**config.mk**
```make
export PLATFORM = sky130hd
export DESIGN_NAME = pipelined_add_sub
export DESIGN_NICKNAME = d
export VERILOG_FILES = /design/src/rtl/alu_pkg.sv /design/src/rtl/add_slice.sv /design/src/rtl/pipelined_add_sub.sv
export SDC_FILE = /design/constraint.sdc
export NUM_CORES = 1
export LEC_CHECK = 0
export CELL_PAD_IN_SITES_DETAIL_PLACEMENT = 2
export CELL_PAD_IN_SITES_GLOBAL_PLACEMENT = 2
export CORE_AREA = 2 2 66 68
export DETAILED_ROUTE_END_ITERATION = 8
export DIE_AREA = 0 0 68 70
export GPL_ROUTABILITY_DRIVEN = 0
export GPL_TIMING_DRIVEN = 0
export PLACE_DENSITY = 0.92
export SYNTH_ARGS = -nofsm -noshare
export SYNTH_HDL_FRONTEND = slang
export SYNTH_HIERARCHICAL = 1
export SYNTH_SLANG_ARGS = --single-unit
```
**constraint.sdc**
```tcl
create_clock -name clk -period 4.1 [get_ports clk]
set_clock_uncertainty 0.1 [all_clocks]
set_input_delay 0.41 -clock clk [delete_from_list [all_inputs] [get_ports clk]]
set_output_delay 0.41 -clock clk [all_outputs]
set_load 0.02 [all_outputs]
```
**src/rtl/alu_pkg.sv**
```systemverilog
// rtl/alu_pkg.sv - shared constants and helpers for the pipelined ALU datapath
package alu_pkg;

    localparam logic OP_ADD = 1'b0;
    localparam logic OP_SUB = 1'b1;

    function automatic int calc_stages(input int width, input int chunk);
        return width / chunk;
    endfunction

endpackage

```
**src/rtl/add_slice.sv**
```systemverilog
// rtl/add_slice.sv - W-bit combinational ripple slice built from per-bit propagate/generate
module add_slice #(
    parameter int W = 4
) (
    input  logic [W-1:0] a,
    input  logic [W-1:0] b,
    input  logic         cin,
    output logic [W-1:0] sum,
    output logic         cout
);

    logic [W-1:0] p;
    logic [W-1:0] g;
    logic [W:0]   c;

    assign p = a ^ b;
    assign g = a & b;

    always_comb begin
        c    = '0;
        c[0] = cin;
        for (int i = 0; i < W; i++) begin
            c[i+1] = g[i] | (p[i] & c[i]);
        end
    end

    assign sum  = p ^ c[W-1:0];
    assign cout = c[W];

endmodule

```
**src/rtl/pipelined_add_sub.sv**
```systemverilog
// rtl/pipelined_add_sub.sv - carry-chained add/sub pipeline with valid/ready; PIPELINED_ADD_SUB_FLAGS_EN adds ovf/zero/neg
module pipelined_add_sub
    import alu_pkg::*;
#(
    parameter int WIDTH = 8,
    parameter int CHUNK = 4
) (
    input  logic             clk,
    input  logic             rst_n,
    input  logic             in_valid,
    output logic             in_ready,
    input  logic [WIDTH-1:0] in_a,
    input  logic [WIDTH-1:0] in_b,
    input  logic             in_sub,
    input  logic             in_cin,
    output logic             out_valid,
    input  logic             out_ready,
    output logic [WIDTH-1:0] out_sum,
    output logic             out_cout
`ifdef PIPELINED_ADD_SUB_FLAGS_EN
    ,
    output logic             out_ovf,
    output logic             out_zero,
    output logic             out_neg
`endif
);

    localparam int STAGES = calc_stages(WIDTH, CHUNK);

    if (CHUNK < 1 || (WIDTH % CHUNK) != 0) begin : g_bad_cfg
        $error("pipelined_add_sub: WIDTH must be a non-zero multiple of CHUNK");
    end

    // Per-stage inputs: index k is what stage k consumes this cycle.
    logic [WIDTH-1:0]  a_in   [STAGES];
    logic [WIDTH-1:0]  b_in   [STAGES];
    logic [WIDTH-1:0]  s_in   [STAGES];
    logic [WIDTH-1:0]  s_next [STAGES];
    logic [WIDTH-1:0]  s_q    [STAGES];
    logic [STAGES-1:0] c_in;
    logic [STAGES-1:0] v_in;
    logic [STAGES-1:0] c_q;
    logic [STAGES-1:0] v_q;
    logic [STAGES-1:0] rdy;
    logic [STAGES-1:0] dn_rdy;
    logic [STAGES-1:0] load;
    logic [STAGES-1:0] slice_cout;

    // Subtract folds into the first slice as A + ~B + 1.
    assign a_in[0] = in_a;
    assign b_in[0] = (in_sub == OP_SUB) ? ~in_b : in_b;
    assign s_in[0] = '0;
    assign c_in[0] = (in_sub == OP_SUB) ? 1'b1 : in_cin;
    assign v_in[0] = in_valid;

    // Ready ripples back from out_ready so a full pipe still accepts while draining.
    always_comb begin : p_ready
        logic r;
        rdy    = '0;
        dn_rdy = '0;
        r      = out_ready;
        for (int k = STAGES - 1; k >= 0; k--) begin
            dn_rdy[k] = r;
            r         = !v_q[k] || r;
            rdy[k]    = r;
        end
    end

    assign load = rdy & v_in;

    for (genvar k = 0; k < STAGES; k++) begin : g_stage
        localparam logic [WIDTH-1:0] MASK = WIDTH'({CHUNK{1'b1}}) << (k * CHUNK);

        logic [CHUNK-1:0] slice_sum;
        logic             v_r;
        logic             c_r;
        logic [WIDTH-1:0] s_r;

        add_slice #(
            .W(CHUNK)
        ) u_slice (
            .a   (a_in[k][k*CHUNK +: CHUNK]),
            .b   (b_in[k][k*CHUNK +: CHUNK]),
            .cin (c_in[k]),
            .sum (slice_sum),
            .cout(slice_cout[k])
        );

        assign s_next[k] = (s_in[k] & ~MASK) | (WIDTH'(slice_sum) << (k * CHUNK));

        always_ff @(posedge clk) begin
            if (!rst_n) begin
                v_r <= 1'b0;
                c_r <= 1'b0;
                s_r <= '0;
            end else begin
                v_r <= load[k] | (v_r & ~dn_rdy[k]);
                if (load[k]) begin
                    s_r <= s_next[k];
                    c_r <= slice_cout[k];
                end
            end
        end

        assign v_q[k] = v_r;
        assign c_q[k] = c_r;
        assign s_q[k] = s_r;

        // Operands ride along until their slice is reached; finished slices ride to the output.
        if (k < STAGES - 1) begin : g_skew
            logic [WIDTH-1:0] a_r;
            logic [WIDTH-1:0] b_r;

            always_ff @(posedge clk) begin
                if (load[k]) begin
                    a_r <= a_in[k];
                    b_r <= b_in[k];
                end
            end

            assign a_in[k+1] = a_r;
            assign b_in[k+1] = b_r;
            assign s_in[k+1] = s_r;
            assign c_in[k+1] = c_r;
            assign v_in[k+1] = v_r;
        end
    end

    assign in_ready  = rdy[0];
    assign out_valid = v_q[STAGES-1];
    assign out_sum   = s_q[STAGES-1];
    assign out_cout  = c_q[STAGES-1];

`ifdef PIPELINED_ADD_SUB_FLAGS_EN
    localparam int LAST = STAGES - 1;

    logic             a_msb;
    logic             b_msb;
    logic [WIDTH-1:0] fin;
    logic             ovf_r;
    logic             zero_r;
    logic             neg_r;

    assign a_msb = a_in[LAST][WIDTH-1];
    assign b_msb = b_in[LAST][WIDTH-1];
    assign fin   = s_next[LAST];

    // Flags are registered alongside the final slice so they reset to 0 and stay aligned.
    always_ff @(posedge clk) begin
        if (!rst_n) begin
            ovf_r  <= 1'b0;
            zero_r <= 1'b0;
            neg_r  <= 1'b0;
        end else if (load[LAST]) begin
            ovf_r  <= (a_msb == b_msb) && (fin[WIDTH-1] != a_msb);
            zero_r <= (fin == '0);
            neg_r  <= fin[WIDTH-1];
        end
    end

    assign out_ovf  = ovf_r;
    assign out_zero = zero_r;
    assign out_neg  = neg_r;
`endif

endmodule

```
==> results of run 1 <==
## cell usage in the layout (no fill, tap or decap), types with 5 or more instances in the layout
cell type / instances
a21oi_1: 11
clkdlybuf4s50_1: 31
dfxtp_1: 16
edfxtp_1: 8
fa_1: 8
inv_1: 22
mux2i_1: 5
nand2_1: 11
nand3_1: 9
o21ai_0: 9
xor2_1: 8
## through the flow
step / hold WS [ns] / power (mW) / setup slack, ns / cells
2_1_floorplan: 0.335 / 0.344 / 1.42 / 118
3_3_place_gp: 0.348 / 0.389 / 1.17 / 201
3_5_place_dp: 0.363 / 0.401 / 1.07 / 201
4_1_cts: 0.382 / 0.549 / 1.32 / 205
5_1_grt: 0.410 / 0.568 / 1.19 / 205
6_report: 0.376 / 0.535 / 1.35 / 205
## worst register-to-register path, delay by kind of cell (launching register included)
kind | cells | cell delay [ns]
AOI/OAI and AO/OA | 1 | 0.13
buffers and inverters | 4 | 0.29
adders and majority gates | 4 | 1.36
and+or+nand+nor | 1 | 0.06
DFF | 1 | 0.38
## registers in the layout (all words and copies together), names as in the netlist
| name | count |
|---|---|
| out_valid | 1 |
| g_stage.c_r | 1 |
| out_sum | 8 |
| g_stage.v_r | 1 |
| out_cout | 1 |
| g_stage.g_skew.b_r | 4 |
| g_stage.g_skew.a_r | 4 |
| g_stage.s_r | 4 |
## layer usage
metal,up-vias,global-route usage (%),part of all wire (%)
met1,462,13.7,36
li1,440,-,-
met4,0,4.00,1.4
met2,27,24.9,57
met3,3,2.09,4.9
met5,-,0,0
## logic make-up (layout without fill, tap and decap cells)
group / count (synthesis) / after routing
compound gates: 21 / 21
xor+xnor: 8 / 8
fa+ha+maj: 8 / 8
buf+inv: 28 / 63
flops: 24 / 24
mux: 5 / 5
simple gates: 24 / 24
## how the worst min path moves through the flow
stage	from	end	slack, ns
after floorplan	g_stage[0].c_r	g_stage[0].c_r	0.33
after global placement	g_stage[0].s_r[0]	g_stage[0].s_r[0]	0.35
after detailed placement	g_stage[0].s_r[3]	g_stage[0].s_r[3]	0.36
after CTS	g_stage[0].s_r[0]	out_sum[0]	0.38
after global routing	g_stage[0].c_r	g_stage[0].c_r	0.41
final	g_stage[0].c_r	g_stage[0].c_r	0.38
## report_power, final
part | switching (mW) | total [mW] | internal (mW) | leakage [nW]
registers | 0.00930 | 0.275 | 0.265 | 0.209
clock network | 0.0722 | 0.142 | 0.0695 | 0.0228
logic | 0.0607 | 0.119 | 0.0583 | 0.436
## cell type report
type	count	area (um^2)	share of cell area, %
repair buffers	31	310	19.2
clock buffers	4	45.0	2.79
flip-flops and latches	24	561	34.7
well taps	52	65.1	4.03
inverters	22	82.6	5.11
plain buffers	6	36.3	2.25
multi-input cells	66	515	31.9
==> impl_metrics.py, run 1 <==
metrics = {
    "floorplan": {
        "coreArea_um2": 4140,
        "dieArea_um2": 4760,
        "row_count": 24,
        "start_util_pct": 28.8,
        "io_pins": 33,
        "die_x_um": 68,
        "die_h_um": 70,
    },
    "sta": {
        "timing.fmax_mhz": 363,
        "finalHoldViolations": 0,
        "finalCritPeriodShare_pct": 67.1,
        "tightest_slew_ns": 0.523,
        "drv_slew": 0,
        "relSlewSlack_pct": 65.1,
        "rsz0062_at_grt": "false",
        "period_needed_ns": 2.75,
        "fin_tns_setup_ns": 0,
        "setup_viol": 0,
    },
    "setup_path": {
        "path_depth": 12,
        "crit_family": "adder cells",
        "crit_arrival_ns": 2.85,
        "r2r_slack_ns": 1.70,
        "reg2reg_from": "g_stage[0].g_skew.b_r[4]",
        "criticalPathCategory": "in2reg",
        "cp-end-kind": "register",
        "regToRegEndpoint": "out_sum[7]",
        "crit_start": "in_cin",
        "cp_num_buf_inv": 5,
        "crit_fanout": 1,
        "required_ns": 4.20,
        "crit_path_start_kind": "input pin",
        "crit_end": "g_stage[0].s_r[3]",
        "critical-path-max-stage-delay_ns": 0.40,
        "rr_worst_depth": 10,
        "slowest_stage": "fa_1",
        "crit_chain": "clkdlybuf4s50_1, or2_2, inv_1, fa_1, inv_1, fa_1, fa_1, inv_1, fa_1, inv_1, nand2_1, mux2i_1",
    },
    "place": {
        "port_buffers": 31,
        "dpl_cell_area_um2": 1570,
        "dp_hpwl_um": 2220,
    },
    "cells_and_area": {
        "drive_gt1_share_pct": 6.54,
        "utilization_pct": 39.0,
        "area_growth_pct": 35.2,
        "num_antenna_cells": 0,
        "fill_cells": 443,
        "design_area_um2": 1620,
        "final_nets": 184,
    },
    "min_path": {
        "hold_path.class": "reg2reg",
        "hold_path_depth": 2,
    },
    "yosys": {
        "syn-cell-area_um2": 1190,
        "syn_avg_cell_area_um2": 10.1,
        "synthArstFlopShare_pct": 0,
        "synth_compound_area_share_pct": 9.95,
        "syn-num-nets": 148,
        "synth-seq-area-share_pct": 46.9,
        "yosys.area_share.simple_pct": 9.74,
        "synth_edf_count": 8,
        "synth_common_cells": "inv_1 (22), dfxtp_1 (16), a21oi_1 (11), nand2_1 (11)",
        "ys_seq_elements": 24,
        "synth_top_family_by_area": "adder cells",
        "synthAdderAreaFrac_pct": 13.4,
        "synth_top_area_share_pct": 26.8,
        "synth-warning-count": 6,
        "synth.largest_area_cell": "dfxtp_1",
        "synth_cells": 118,
        "synth_mux_area_share_pct": 4.19,
        "synth_xor_area_share_pct": 5.86,
        "synth_most_common_cell": "inv_1",
        "synth-main-ff-cell": "dfxtp_1",
        "synth_cell_types": 19,
        "synth_area_leaders": "dfxtp_1 (27%), edfxtp_1 (20%), fa_1 (13%)",
    },
    "power_and_ir_drop": {
        "p_leak_nw": 0.668,
        "p_per_area_nw_per_um2": 331,
        "ir_drop_mv": 0.144,
    },
    "route": {
        "wl_per_cell_um": 13.3,
        "drc_errors": 0,
        "vias": 932,
        "first_pass_iters": 4,
        "antenna_left": 0,
        "routed_via_density": 4.55,
        "routed_wl_um": 2740,
        "drt_iter0_drc": 15,
    },
    "clocking": {
        "cts_buffer_depth": 2,
        "numCtsBuffers": 3,
        "ctsResizeCount": 0,
        "h-tree-depth": 1,
        "clkLatencyLatePin_ns": 0.27,
        "cts_root_buf": "clkbuf_8",
        "postCtsSetupRepairBufs": 0,
        "clk_pin_slew_ns": 0.08,
        "clock_sinks": 24,
        "hold_buffers": 0,
        "cts_tree": "built",
    },
    "global_routing": {
        "grt_pass1_vias": 1062,
        "grt_start_max_net_pins": 14,
        "antenna_found_initial": 0,
        "grt_pass1_wl_um": 4690,
        "grt-ovfl-total": 0,
        "track_usage_pct": 13.0,
    },
    "run": {
        "cap_violations": 0,
    },
    "status": {
        "outcome": "finished clean",
    },
}
Power figures use the tool's default switching activity.
==> run 2: changes to the inputs <==
--- a/config.mk
+++ b/config.mk
@@ -7,12 +7,12 @@
 export LEC_CHECK = 0
 export CELL_PAD_IN_SITES_DETAIL_PLACEMENT = 2
 export CELL_PAD_IN_SITES_GLOBAL_PLACEMENT = 2
-export CORE_AREA = 2 2 66 68
+export CORE_AREA = 2 2 71 73
 export DETAILED_ROUTE_END_ITERATION = 8
-export DIE_AREA = 0 0 68 70
+export DIE_AREA = 0 0 73 75
 export GPL_ROUTABILITY_DRIVEN = 0
 export GPL_TIMING_DRIVEN = 0
-export PLACE_DENSITY = 0.92
+export PLACE_DENSITY = 0.85
 export SYNTH_ARGS = -nofsm -noshare
 export SYNTH_HDL_FRONTEND = slang
 export SYNTH_HIERARCHICAL = 1
==> constraint.sdc (replaced) <==
create_clock -name clk -period 2.3 [get_ports clk]
set_clock_uncertainty 0.1 [all_clocks]
set_input_delay 0.23 -clock clk [delete_from_list [all_inputs] [get_ports clk]]
set_output_delay 0.23 -clock clk [all_outputs]
set_load 0.02 [all_outputs]
==> run 2 against run 1 <==
- the run now ends with negative setup slack left
- non-clock buffer count unchanged
- first-iteration DRC count increased to 2.7 times the previous value
- worst setup slack got worse by 1.3 ns
- register-to-register slack got worse by 1.7 ns
- critical endpoint is now out_sum[7]
- design area increased by 2.1%
- final cell count increased by 0.98%
- count of clock-buffer cells in the layout unchanged
- clock power increased by 100%
- power increased by 87%
- sequential cell count unchanged
==> impl_metrics.py, run 2 (synthesis gave the netlist of run 1 again) <==
metrics = {
    "setup_path": {
        "path_depth": 10,
        "crit_start": "g_stage[0].g_skew.b_r[4]",
        "criticalPathCategory": "reg2reg",
        "crit_path_start_kind": "register",
        "required_ns": 2.41,
        "crit_fanout": 1,
        "cp_num_buf_inv": 4,
        "crit_arrival_ns": 2.41,
        "r2r_slack_ns": -0.002,
        "crit_chain": "inv_2, fa_2, inv_2, fa_2, fa_2, inv_2, fa_1, inv_1, nand3_1, a21oi_1",
        "cp-end-kind": "register",
        "reg2reg_from": "g_stage[0].g_skew.b_r[4]",
        "regToRegEndpoint": "out_sum[7]",
        "crit_family": "adder cells",
        "slowest_stage": "fa_1",
        "rr_worst_depth": 10,
        "critical-path-max-stage-delay_ns": 0.40,
    },
    "cells_and_area": {
        "area_growth_pct": 38.0,
        "fill_cells": 494,
        "mostFrequentLayoutCells": "clkdlybuf4s50_1 (28), dfxtp_1 (16), inv_1 (15), nand2_1 (11), a21oi_1 (11)",
        "drive_gt1_share_pct": 17.0,
        "final_nets": 184,
        "largest_register_ffs": 8,
        "num_antenna_cells": 0,
        "utilization_pct": 35.4,
        "final_common_cell": "clkdlybuf4s50_1",
    },
    "sta": {
        "setup_viol": 1,
        "timing.fmax_mhz": 434,
        "whs_ns": 0.194,
        "drv_slew": 0,
        "period_needed_ns": 2.30,
        "finalCritPeriodShare_pct": 100,
        "layout_setup_ws_ns": -0.00205,
        "finalHoldViolations": 0,
        "tightest_slew_ns": 0.530,
        "relSlewSlack_pct": 64.6,
        "fin_tns_setup_ns": -0.00205,
        "rsz0062_at_grt": "true",
    },
    "clocking": {
        "cts_root_buf": "clkbuf_8",
        "clkLatencyLatePin_ns": 0.27,
        "cts_tree": "built",
        "clk_pin_slew_ns": 0.08,
        "h-tree-depth": 1,
        "numCtsBuffers": 3,
        "postCtsSetupRepairBufs": 0,
        "cts_buffer_depth": 2,
        "clock_sinks": 24,
    },
    "power_and_ir_drop": {
        "p_leak_nw": 0.669,
        "p_per_area_nw_per_um2": 607,
        "ir_drop_mv": 0.228,
    },
    "status": {
        "outcome": "finished, violations left",
        "violations": "negative setup slack",
    },
    "min_path": {
        "hold_path_depth": 2,
        "whs_endpoint": "g_stage[0].g_skew.b_r[7]",
        "min-delay-start": "in_sub",
        "hold_path.class": "in2reg",
    },
    "global_routing": {
        "grt_start_max_net_pins": 14,
        "track_usage_pct": 12.4,
        "grt-ovfl-total": 0,
        "grt_pass1_vias": 1068,
        "antenna_found_initial": 0,
        "grt_pass1_wl_um": 4950,
    },
    "route": {
        "routed_wl_um": 2980,
        "routed_via_density": 4.46,
        "wl_met1_um": 1090,
        "antenna_left": 0,
        "wl_per_cell_um": 14.4,
        "first_pass_iters": 2,
        "met3WireLength_um": 125,
        "top_layer": "met4",
        "drt_iter0_drc": 40,
        "vias": 924,
        "drc_errors": 0,
        "wl_met2_um": 1710,
    },
    "place": {
        "dp_hpwl_um": 2300,
        "pre_cts_slack_ns": -0.462,
        "port_buffers": 31,
    },
    "floorplan": {
        "start_util_pct": 25.6,
        "io_pins": 33,
        "die_h_um": 75,
        "dieArea_um2": 5480,
        "die_x_um": 73,
        "row_count": 25,
        "coreArea_um2": 4660,
    },
    "run": {
        "cap_violations": 0,
    },
}
[run 2: cell count changes in the layout (fill, tap and decap cells not counted), sizes merged]
| cell | delta |
|---|---|
| buf | +2 |
| clkdlybuf4s50 | -3 |
| dlygate4sd2 | +1 |
[run 2: cell type report]
class / count / area (um^2) / area share, %
tap: 54 / 67.6 / 4.10
multi-input combinational: 66 / 533 / 32.3
timing repair buffer: 31 / 299 / 18.1
sequential: 24 / 561 / 34.0
inverter: 22 / 82.6 / 5.01
buffer: 6 / 51.3 / 3.11
clock buffer: 4 / 55.1 / 3.34
[run 2: repair_timing]
action,4_1_cts,5_1_grt
setup endpoints to repair,3,2
gates resized for setup,19,0
hold buffers,0,0
pin swaps,7,3
[run 2: worst max path at each step]
stage / to / slack [ns]
floorplan: g_stage[0].s_r[3] / -0.07
finish: out_sum[7] / -0.002
CTS: out_sum[7] / -0.05
detailed placement: g_stage[0].s_r[3] / -0.46
global route: out_sum[7] / -0.13
global placement: g_stage[0].s_r[3] / -0.36
[run 2: worst register-to-register path, cell delays in order, from the launching register on]
cell and delay, ns:
edfxtp_1 0.38, inv_2 0.07, fa_2 0.21, inv_2 0.05
fa_2 0.35, fa_2 0.35, inv_2 0.06, fa_1 0.40
inv_1 0.08, nand3_1 0.06, a21oi_1 0.12
[run 2: metrics by stage]
step	power, mW	std cells	cell area [um^2]
CTS	1.02	207	1650
global route	1.07	207	1650
detailed placement	0.721	203	1580
global placement	0.701	203	1580
floorplan	0.617	118	1210
finish	1.00	207	1650
[run 2: report_power, final]
group          switching (mW)  internal, mW  leakage, nW
sequential             0.0177         0.473        0.209
clock                   0.135         0.153       0.0288
combinational           0.113         0.109        0.431
[run 2: metal layers]
metal,vias up,GRT usage (%)
li1,441,-
met1,458,12.6
met2,21,24.5
met3,4,2.01
met4,0,5.56
met5,-,0
